### src/rtl/ahb_master_if_pkg.sv
// rtl/ahb_master_if_pkg.sv - shared AHB codes and state encodings for the slave-port output stage
//
// Purpose: HTRANS/HRESP encodings, FSM state type and hold-counter width
//          used by ahb_master_if and its arbiter.
// Ports:   none (package).

package ahb_master_if_pkg;

  localparam logic [1:0] HTRANS_IDLE   = 2'b00;
  localparam logic [1:0] HTRANS_BUSY   = 2'b01;
  localparam logic [1:0] HTRANS_NONSEQ = 2'b10;
  localparam logic [1:0] HTRANS_SEQ    = 2'b11;

  localparam logic [1:0] HRESP_OKAY  = 2'b00;
  localparam logic [1:0] HRESP_ERROR = 2'b01;
  localparam logic [1:0] HRESP_RETRY = 2'b10;
  localparam logic [1:0] HRESP_SPLIT = 2'b11;

  localparam int HOLD_W = 8;

  typedef enum logic [1:0] {
    ST_IDLE  = 2'd0,
    ST_OWNED = 2'd1,
    ST_ERR2  = 2'd2
  } state_e;

  // NONSEQ and SEQ are the only codes with bit 1 set: both carry a real beat.
  function automatic logic trans_active(input logic [1:0] htrans);
    return htrans[1];
  endfunction

endpackage

### src/rtl/ahb_master_if_rr_arbiter.sv
// rtl/ahb_master_if_rr_arbiter.sv - combinational round-robin arbiter
//
// Purpose: picks the first asserted request scanning upward from ptr,
//          wrapping at NUM_PORTS; no grant when en is low.
// Ports:   req      in  NUM_PORTS  requests
//          en       in  1          arbitration allowed this cycle
//          ptr      in  PTR_W      index where the scan starts
//          gnt      out NUM_PORTS  one-hot winner
//          gnt_idx  out PTR_W      index of the winner
//          gnt_vld  out 1          a winner exists

module rr_arbiter #(
  parameter int NUM_PORTS = 4,
  parameter int PTR_W     = 2
) (
  input  logic [NUM_PORTS-1:0] req,
  input  logic                 en,
  input  logic [PTR_W-1:0]     ptr,
  output logic [NUM_PORTS-1:0] gnt,
  output logic [PTR_W-1:0]     gnt_idx,
  output logic                 gnt_vld
);

  localparam logic [PTR_W:0] NUM_PORTS_W = (PTR_W+1)'(NUM_PORTS);

  logic [PTR_W:0]   sum;
  logic [PTR_W-1:0] idx;

  always_comb begin
    gnt     = '0;
    gnt_idx = '0;
    gnt_vld = 1'b0;
    sum     = '0;
    idx     = '0;
    if (en) begin
      for (int i = 0; i < NUM_PORTS; i++) begin
        sum = {1'b0, ptr} + (PTR_W+1)'(i);
        if (sum >= NUM_PORTS_W) begin
          sum = sum - NUM_PORTS_W;
        end
        idx = sum[PTR_W-1:0];
        if (!gnt_vld && req[idx]) begin
          gnt[idx] = 1'b1;
          gnt_idx  = idx;
          gnt_vld  = 1'b1;
        end
      end
    end
  end

endmodule

### src/rtl/ahb_master_if.sv
// rtl/ahb_master_if.sv - bus-matrix output stage driving one AHB slave port
//
// Purpose: round-robin arbitration among slave interfaces targeting this
//          slave, address/control mux by gnt, write-data mux by data_gnt,
//          slave response returned to the data-phase owner.
// Ports:   hclk, hresetn                 clock, synchronous active-low reset
//          req, *_all                    per-requester request and AHB signals
//          gnt, data_gnt                 registered one-hot address/data owners
//          m_hsel .. m_hready            AHB address/control/data to slave
//          m_hreadyout, m_hresp, m_hrdata  slave response
//          s_hready, s_hresp, s_hrdata   response back to slave interfaces

module ahb_master_if
  import ahb_master_if_pkg::*;
#(
  parameter int NUM_PORTS  = 4,
  parameter int ADDR_WIDTH = 32,
  parameter int DATA_WIDTH = 32,
  parameter int MAX_HOLD   = 8
) (
  input  logic                            hclk,
  input  logic                            hresetn,
  input  logic [NUM_PORTS-1:0]            req,
  input  logic [NUM_PORTS*ADDR_WIDTH-1:0] haddr_all,
  input  logic [NUM_PORTS*2-1:0]          htrans_all,
  input  logic [NUM_PORTS-1:0]            hwrite_all,
  input  logic [NUM_PORTS*3-1:0]          hsize_all,
  input  logic [NUM_PORTS*3-1:0]          hburst_all,
  input  logic [NUM_PORTS*4-1:0]          hprot_all,
  input  logic [NUM_PORTS*DATA_WIDTH-1:0] hwdata_all,
  output logic [NUM_PORTS-1:0]            gnt,
  output logic [NUM_PORTS-1:0]            data_gnt,
  output logic                            m_hsel,
  output logic [ADDR_WIDTH-1:0]           m_haddr,
  output logic [1:0]                      m_htrans,
  output logic                            m_hwrite,
  output logic [2:0]                      m_hsize,
  output logic [2:0]                      m_hburst,
  output logic [3:0]                      m_hprot,
  output logic [DATA_WIDTH-1:0]           m_hwdata,
  output logic                            m_hready,
  input  logic                            m_hreadyout,
  input  logic [1:0]                      m_hresp,
  input  logic [DATA_WIDTH-1:0]           m_hrdata,
  output logic                            s_hready,
  output logic [1:0]                      s_hresp,
  output logic [DATA_WIDTH-1:0]           s_hrdata
);

  localparam int              PTR_W      = $clog2(NUM_PORTS);
  localparam logic [HOLD_W-1:0] MAX_HOLD_C = HOLD_W'(MAX_HOLD);
  localparam logic [PTR_W-1:0]  LAST_IDX   = PTR_W'(NUM_PORTS - 1);

  state_e                state_q, state_d;
  logic [NUM_PORTS-1:0]  gnt_q, gnt_d;
  logic [NUM_PORTS-1:0]  data_gnt_q, data_gnt_d;
  logic [PTR_W-1:0]      ptr_q, ptr_d;
  logic [HOLD_W-1:0]     hold_q, hold_d;

  logic [NUM_PORTS-1:0]  arb_req;
  logic                  arb_en;
  logic [NUM_PORTS-1:0]  arb_gnt;
  logic [PTR_W-1:0]      arb_idx;
  logic                  arb_vld;
  logic [PTR_W-1:0]      ptr_next;

  logic                  owner_vld;
  logic                  own_req;
  logic [ADDR_WIDTH-1:0] own_addr;
  logic [1:0]            own_htrans;
  logic                  own_hwrite;
  logic [2:0]            own_hsize;
  logic [2:0]            own_hburst;
  logic [3:0]            own_hprot;
  logic [DATA_WIDTH-1:0] dat_hwdata;

  logic                  err_first;
  logic                  beat;
  logic [HOLD_W-1:0]     hold_inc;
  logic                  can_preempt;

  // The current owner never competes against itself: when it drops req it is
  // already excluded, and when pre-empted the grant must move elsewhere.
  assign arb_req  = req & ~gnt_q;
  assign arb_en   = m_hreadyout && (state_q != ST_ERR2);
  assign ptr_next = (arb_idx == LAST_IDX) ? '0 : arb_idx + 1'b1;

  rr_arbiter #(
    .NUM_PORTS (NUM_PORTS),
    .PTR_W     (PTR_W)
  ) u_rr_arbiter (
    .req     (arb_req),
    .en      (arb_en),
    .ptr     (ptr_q),
    .gnt     (arb_gnt),
    .gnt_idx (arb_idx),
    .gnt_vld (arb_vld)
  );

  // Address/control mux by gnt and write-data mux by data_gnt; both one-hot,
  // so OR-ing the selected slices gives zero when nobody is selected.
  always_comb begin
    own_addr   = '0;
    own_htrans = HTRANS_IDLE;
    own_hwrite = 1'b0;
    own_hsize  = '0;
    own_hburst = '0;
    own_hprot  = '0;
    dat_hwdata = '0;
    for (int i = 0; i < NUM_PORTS; i++) begin
      if (gnt_q[i]) begin
        own_addr   = own_addr   | haddr_all[i*ADDR_WIDTH +: ADDR_WIDTH];
        own_htrans = own_htrans | htrans_all[i*2 +: 2];
        own_hwrite = own_hwrite | hwrite_all[i];
        own_hsize  = own_hsize  | hsize_all[i*3 +: 3];
        own_hburst = own_hburst | hburst_all[i*3 +: 3];
        own_hprot  = own_hprot  | hprot_all[i*4 +: 4];
      end
      if (data_gnt_q[i]) begin
        dat_hwdata = dat_hwdata | hwdata_all[i*DATA_WIDTH +: DATA_WIDTH];
      end
    end
  end

  assign owner_vld = |gnt_q;
  assign own_req   = |(req & gnt_q);

  // First cycle of a two-cycle ERROR/RETRY/SPLIT: the slave is stalling with a
  // non-OKAY response, so the pending address phase must be cancelled.
  assign err_first = (m_hresp != HRESP_OKAY) && !m_hreadyout;

  assign m_hsel   = owner_vld;
  assign m_htrans = (owner_vld && !err_first) ? own_htrans : HTRANS_IDLE;
  assign m_haddr  = own_addr;
  assign m_hwrite = own_hwrite;
  assign m_hsize  = own_hsize;
  assign m_hburst = own_hburst;
  assign m_hprot  = own_hprot;
  assign m_hwdata = dat_hwdata;
  assign m_hready = m_hreadyout;

  assign s_hready = (|data_gnt_q) ? m_hreadyout : 1'b1;
  assign s_hresp  = (|data_gnt_q) ? m_hresp     : HRESP_OKAY;
  assign s_hrdata = (|data_gnt_q) ? m_hrdata    : '0;

  assign gnt      = gnt_q;
  assign data_gnt = data_gnt_q;

  // The hold limit is judged on the count including the beat accepted on this
  // edge, so an owner keeps the bus for exactly MAX_HOLD beats before it can be
  // pre-empted. Pre-emption only lands on a burst boundary (IDLE or NONSEQ).
  assign beat        = m_hreadyout && trans_active(m_htrans);
  assign hold_inc    = (beat && (hold_q != '1)) ? hold_q + 1'b1 : hold_q;
  assign can_preempt = (hold_inc >= MAX_HOLD_C) &&
                       ((own_htrans == HTRANS_IDLE) || (own_htrans == HTRANS_NONSEQ));

  always_comb begin
    state_d    = state_q;
    gnt_d      = gnt_q;
    data_gnt_d = data_gnt_q;
    ptr_d      = ptr_q;
    hold_d     = hold_q;

    if (m_hreadyout) begin
      data_gnt_d = trans_active(m_htrans) ? gnt_q : '0;
      hold_d     = hold_inc;
    end

    case (state_q)
      ST_IDLE: begin
        if (err_first) begin
          state_d = ST_ERR2;
        end else if (arb_vld) begin
          gnt_d   = arb_gnt;
          ptr_d   = ptr_next;
          hold_d  = '0;
          state_d = ST_OWNED;
        end
      end
      ST_OWNED: begin
        if (err_first) begin
          state_d = ST_ERR2;
        end else if (m_hreadyout) begin
          if (!own_req) begin
            if (arb_vld) begin
              gnt_d  = arb_gnt;
              ptr_d  = ptr_next;
              hold_d = '0;
            end else begin
              gnt_d   = '0;
              state_d = ST_IDLE;
            end
          end else if (can_preempt && arb_vld) begin
            gnt_d  = arb_gnt;
            ptr_d  = ptr_next;
            hold_d = '0;
          end
        end
      end
      ST_ERR2: begin
        // The grant rides through an error untouched.
        if (m_hreadyout) begin
          state_d = owner_vld ? ST_OWNED : ST_IDLE;
        end
      end
      default: begin
        state_d = ST_IDLE;
      end
    endcase
  end

  always_ff @(posedge hclk) begin
    if (!hresetn) begin
      state_q    <= ST_IDLE;
      gnt_q      <= '0;
      data_gnt_q <= '0;
      ptr_q      <= '0;
      hold_q     <= '0;
    end else begin
      state_q    <= state_d;
      gnt_q      <= gnt_d;
      data_gnt_q <= data_gnt_d;
      ptr_q      <= ptr_d;
      hold_q     <= hold_d;
    end
  end

endmodule
### config.mk
export PLATFORM = sky130hd
export DESIGN_NAME = ahb_master_if
export DESIGN_NICKNAME = d
export VERILOG_FILES = /design/src/rtl/ahb_master_if_pkg.sv /design/src/rtl/ahb_master_if_rr_arbiter.sv /design/src/rtl/ahb_master_if.sv
export SDC_FILE = /design/constraint.sdc
export NUM_CORES = 1
export LEC_CHECK = 0
export CAP_MARGIN = 0
export CORE_AREA = 2 2 182 184
export CTS_CLUSTER_SIZE = 20
export DETAILED_ROUTE_END_ITERATION = 7
export DIE_AREA = 0 0 184 186
export GPL_ROUTABILITY_DRIVEN = 0
export GPL_TIMING_DRIVEN = 1
export SETUP_SLACK_MARGIN = 0.5
export SLEW_MARGIN = 25
export SYNTH_ARGS = -nofsm -noshare
export SYNTH_HDL_FRONTEND = slang
export SYNTH_SLANG_ARGS = --single-unit
### constraint.sdc
create_clock -name hclk -period 2.5 [get_ports hclk]
set_input_delay 0.625 -clock hclk [delete_from_list [all_inputs] [get_ports hclk]]
set_output_delay 0.625 -clock hclk [all_outputs]
set_load 0.05 [all_outputs]
# After elaboration in Yosys (flattened, before gate mapping)

Cells that the tools add are included.
Widths: inputs -> output; s select.

Flip-flop bits (word level): 20
Word-level logic and storage cells: 212

$add $sub $neg: 9
$lt $le $gt $ge: 13
Equal/unequal tests: 16
Muxes and demuxes: 112
Bitwise operators: 27
Reduce and logical (&&, ||, !) cells: 30

Operators with widths:

| kind                | count |
|---|---|
| $mux 32             | 9 |
| $or 32x32->32       | 6 |
| $mux 4              | 20 |
| $mux 2              | 33 |
| $mux 8              | 8 |
| $mux 3              | 8 |
| $or 4x4->4          | 6 |
| $mux 1              | 22 |
| $or 3x3->3          | 6 |
| $pmux 8 s2          | 1 |
| $ne 3x3->1 const B  | 5 |
| $logic_and 1x1->1   | 14 |
| $lt 2x3->1 const B  | 4 |
| $ne 2x2->1 const B  | 6 |
| $reduce_or 4->1     | 3 |
| $reduce_and 5->1    | 2 |
| $ge 3x3->1 const B  | 3 |
| $add 8x1->8 const B | 1 |
| $and 4x4->4         | 2 |
| $bmux 1 s2          | 4 |
| $demux 1 s2         | 4 |
| $ge 2x1->1 const B  | 4 |
| $ge 8x4->1 const B  | 1 |
| $ne 8x8->1 const B  | 1 |
| other kinds (18)    | 34 |

# Logic depth before layout (Yosys ltp)

Gate-level depths: netlist of the first run.

Word-level depth: 26
Gate-level depth with buffers: 11
Gate-level depth less buffers: 9

# Cells and area by module

From an unflattened synthesis of the first run, not the netlist that was laid out.

Cells, all modules: 502
Area, all modules: 3512.1 µm²

By module, submodules not included:

| module        | times used | cells an instance | area an instance (µm²) |
|---|---|---|---|
| ahb_master_if | 1          | 444               | 2976.6 |
| rr_arbiter    | 1          | 58                | 535.5 |

# Least setup slack after synthesis of the first run

Ideal clock, no wire load.

Path type: reg2out
From: register data_gnt_q[3] (netlist: data_gnt[3])
To: output s_hready
Data arrival time: 2.035 ns
Data required time: 1.875 ns
Slack: -0.160 ns
Cell stages (with the launch flop): 5
Buffers on the path: 2
Path through: dfxtp_1 clkbuf_1 nor4_1 clkbuf_1 or2_2

Longest elaborated chain between the ends: 2

RTL lines:

| item                   | RTL line             | source |
|---|---|---|
| from (decl)            | ahb_master_if.sv:56  | `logic [NUM_PORTS-1:0] data_gnt_q, data_gnt_d;` |
| from (signal assigned) | ahb_master_if.sv:222 | `data_gnt_q <= data_gnt_d;` |
| $reduce_or 4->1        | ahb_master_if.sv:142 | `assign s_hready = (\|data_gnt_q) ? m_hreadyout : 1'b1;` |
| $mux 1                 | ahb_master_if.sv:142 |  |
| to (decl)              | ahb_master_if.sv:45  | `output logic s_hready,` |

Every way passes these cells.

# Final worst setup path of the first run

From: register gnt_q[0] (netlist: gnt[0])
To: output m_htrans[0]

Longest elaborated chain between the ends: 8
Elaborated cells between the ends (all ways): 10

RTL lines:

| item                   | RTL line             | source |
|---|---|---|
| from (decl)            | ahb_master_if.sv:55  | `logic [NUM_PORTS-1:0] gnt_q, gnt_d;` |
| from (signal assigned) | ahb_master_if.sv:221 | `gnt_q <= gnt_d;` |
| $mux 2                 | ahb_master_if.sv:111 | `if (gnt_q[i]) begin` |
| $or 2x2->2             | ahb_master_if.sv:113 | `own_htrans = own_htrans \| htrans_all[i*2 +: 2];` |
| $mux 2                 | ahb_master_if.sv:111 |  |
| $or 2x2->2             | ahb_master_if.sv:113 |  |
| $mux 2                 | ahb_master_if.sv:111 |  |
| $or 2x2->2             | ahb_master_if.sv:113 |  |
| $mux 2                 | ahb_master_if.sv:111 |  |
| $mux 2 *               | ahb_master_if.sv:133 | `assign m_htrans = (owner_vld && !err_first) ? own_htrans : HTRANS_IDLE;` |
| to (decl)              | ahb_master_if.sv:35  | `output logic [1:0] m_htrans,` |

Mark *: on every way between the ends. The rest lies on a longest branch, timed or not.

==> results of run 1 <==
[area by class of cell]
cell class,count,area share [%]
inverters,5,0.179
flip-flops and latches,20,3.68
clock buffers,4,0.749
repair buffers,567,56.1
well taps,408,4.30
diodes,4,0.0843
multi-input cells,418,34.9
[metal layers]
layer | share of wire, % | up-vias
met5 | 0 | -
met1 | 40 | 3045
met2 | 52 | 274
li1 | - | 2947
met4 | 1.4 | 0
met3 | 6.8 | 30
[kinds of logic after synthesis]
logic type / Yosys count / share of synthesized area (%)
AO/OA/AOI/OAI: 198 / 44.7
multiplexers: 5 / 2.58
flip-flops: 20 / 11.8
buffers and inverters: 52 / 6.65
AND/OR/NAND/NOR: 200 / 29.6
XOR/XNOR: 8 / 2.07
adder cells (fa/ha/maj): 7 / 2.58
[sequential cells by signal, indices dropped and copies added (netlist names)]
| signal | count |
|---|---|
| data_gnt | 4 |
| gnt | 4 |
| hold_q | 8 |
| ptr_q | 2 |
| state_q | 2 |
[cell usage in the layout, fill, tap and decap left out, drive strengths merged, types with 5 or more instances in the layout]
cell type	instances
ha	7
inv	5
clkbuf	11
dlygate4sd2	274
buf	221
nand2b	10
dlymetal6s2s	27
nor2b	39
a21oi	11
nor2	20
o21ai	7
a22oi	156
nand3	10
clkdlybuf4s50	34
dfxtp	20
nand4	7
nand2	95
[how the worst max path moves through the flow]
stage	startpoint	endpoint	slack (ps)	depth (start not counted)
floorplan	data_gnt[2]	s_hready	260	4
global placement	req[0]	ptr_q[1]	-180	8
detailed placement	req[0]	ptr_q[1]	-210	8
CTS	gnt[2]	m_htrans[0]	300	3
global route	data_gnt[3]	s_hready	300	6
finish	gnt[0]	m_htrans[0]	330	3
[tightest hold or removal path, cell delays in order (launching register included)]
cell	delay [ps]
dfxtp_4	360
nand2b_1	70
a21oi_1	50
[stage by stage]
| step | cells | power (W) | cell area (µm²) | setup slack, ps | utilization, % |
|---|---|---|---|---|---|
| detailed placement | 1356 | 0.00285 | 9990 | -206 | 31.0 |
| floorplan | 490 | 0.00144 | 3940 | 264 | - |
| finish | 1426 | 0.00352 | 11900 | 328 | 36.8 |
| CTS | 1400 | 0.00343 | 11300 | 300 | 35.1 |
| global placement | 1356 | 0.00283 | 9990 | -181 | 31.0 |
| global route | 1424 | 0.00366 | 11900 | 296 | 36.8 |
[Yosys cell counts (all sizes together) (3+ instances only)]
cell type / n / area share (%)
inv: 5 / 0.55
nand2b: 10 / 2.1
nor4: 3 / 0.55
ha: 7 / 2.6
nor2b: 39 / 7.4
o21ai: 7 / 1.0
a22oi: 156 / 35
nand4: 7 / 1.3
nand2: 95 / 11
xnor2: 4 / 1.0
a32o: 4 / 1.2
nor3: 3 / 0.44
a222oi: 4 / 1.2
nor2: 20 / 2.7
buf: 9 / 1.6
a21oi: 11 / 1.8
clkbuf: 38 / 4.5
xor2: 4 / 1.0
and3: 4 / 0.89
nand3: 10 / 1.5
o211ai: 3 / 0.66
mux4: 3 / 2.0
dfxtp: 20 / 12
and2: 3 / 0.70
[power by group through the flow]
stage / clock (W) / sequential [W] / combinational, W
after floorplan: 0 / 0.000379 / 0.00106
after global placement: 0 / 0.000382 / 0.00245
after detailed placement: 0 / 0.000381 / 0.00247
after CTS: 0.000372 / 0.000368 / 0.00269
after global routing: 0.000393 / 0.000366 / 0.00290
final: 0.000369 / 0.000364 / 0.00279
[what timing repair did]
| action | 4_1_cts | 5_1_grt |
|---|---|---|
| setup endpoints to repair | 131 | 121 |
| gates resized for setup | 563 | 80 |
| buffers inserted | 31 | 13 |
| pin swaps | 252 | 146 |
| cloned | 9 | 9 |
==> results.sh, run 1 <==
export IMPL_setup_viol=0
export IMPL_worst_path_max_fanout=3
export IMPL_layout_min_cycle_time_ps=2170
export IMPL_grtUsageMet1_pct=18.7
export IMPL_regToRegSetupSlack_ps=430
export IMPL_slew_violations=0
export IMPL_antenna_left=0
export IMPL_grt_pass1_wl_mm=38.5
export IMPL_die_area_um2=34200
export IMPL_status="finished clean"
export IMPL_critPathTopFamily="simple AND/OR/NAND/NOR gates"
export IMPL_r2r_start="hold_q[0]"
export IMPL_reg2reg_depth=9
export IMPL_first_pass_iters=5
export IMPL_fill_cells=3227
export IMPL_clk_insertion_delay_late_ps=260
export IMPL_maxSlewHeadroom_pct=67.7
export IMPL_swShare_pct=43.1
export IMPL_p_leak_nw=5.15
export IMPL_via_per_inst=4.42
export IMPL_grt_pass1_vias=6305
export IMPL_yosys_warnings=0
export IMPL_cts_buffer_depth=2
export IMPL_grt_overflow=0
export IMPL_dp_hpwl_mm=21.5
export IMPL_ys_async_sr_fraction_pct=0
export IMPL_slowest_stage="or4_4"
export IMPL_min_period_over_period_pct=86.9
export IMPL_syn_area_um2=3390
export IMPL_core_area_um2=32200
export IMPL_synth_edff_count=0
export IMPL_crit_chain="or4_4 -> and3b_2 -> buf_12"
export IMPL_syn2layout_area_growth_pct=250
export IMPL_post_drt_wl_per_cell_um=21.0
export IMPL_hp_start="data_gnt[2]"
export IMPL_switching_power_w=0.00152
export IMPL_vias=6296
export IMPL_hold_path_class="register to register"
export IMPL_path_clk_slew_ps=60
export IMPL_grtUsageMet3_pct=2.60
export IMPL_wl_mm=30.0
export IMPL_p_seq_share_pct=10.3
export IMPL_max_stage_delay_ps=540
export IMPL_dr_first_iter_drc_count=309
export IMPL_regToRegEndpoint="gnt[2]"
export IMPL_cp_arrival_ps=1550
export IMPL_cp_required_ps=1880
export IMPL_cts_sinks=20
export IMPL_ys_seq_area_share_pct=11.8
export IMPL_use_met2_pct=27.0
export IMPL_numCtsBuffers=3
export IMPL_fin_nets=1371
export IMPL_power_frac_clock_pct=10.5
export IMPL_holdPathStages=2
export IMPL_fp_dieW_um=184
export IMPL_drc=0
export IMPL_internal_power_w=0.00200
export IMPL_die_y_um=186
export IMPL_synthFlopType="dfxtp_1"
export IMPL_h_tree_depth=1
export IMPL_fin_skew_ps=6.22
export IMPL_max_cap_violations=0
export IMPL_io_buffers=470
export IMPL_antenna_found_initial=10
export IMPL_comb_power_share_pct=79.2
export IMPL_fmax_mhz=460
export IMPL_cts_tree="yes"
export IMPL_syn_inst=490
export IMPL_regArea_um2=437
export IMPL_multi_input_area_um2=4140
export IMPL_rsz0062_at_grt="true"
export IMPL_grtUsageTotal_pct=14.9
export IMPL_syn_area_per_cell_um2=6.91
export IMPL_initial_core_util_pct=10.5
export IMPL_cts_root_buffer="clkbuf_16"
export IMPL_postCtsHoldBufs=0
export IMPL_grt_max_degree=46
export IMPL_finalHoldViolations=0
export IMPL_drive_gt1_share_pct=54.8
export IMPL_ioPinCount=471
export IMPL_worst_path_buf_inv=1
export IMPL_syn_num_nets=846
export IMPL_grt_busiest_layer="met2"
export IMPL_peakVddDrop_v=0.000215
export IMPL_whs_ps=513
export IMPL_cp_start_kind="register"
export IMPL_yosys_cell_types_count=56
export IMPL_worstMarginPinSlew_ps=487
export IMPL_rows=66
export IMPL_p_per_area_nw_per_um2=297
export IMPL_endpoint_kind="output port"
export IMPL_whs_endpoint="data_gnt[2]"
export IMPL_finalSetupTns_ps=0
export IMPL_ys_ff_latch=20
export IMPL_critical_path_class="register to output port"
(Power assumes the default switching activity.)
==> run 2: changes to the inputs <==
--- a/config.mk
+++ b/config.mk
@@ -13,7 +13,7 @@
 export GPL_ROUTABILITY_DRIVEN = 0
 export GPL_TIMING_DRIVEN = 1
 export SETUP_SLACK_MARGIN = 0.5
-export SLEW_MARGIN = 25
+export SLEW_MARGIN = 20
 export SYNTH_ARGS = -nofsm -noshare
 export SYNTH_HDL_FRONTEND = slang
 export SYNTH_SLANG_ARGS = --single-unit
==> results of run 2 <==
Final layout, timing and power as in run 1 (identical DEF).
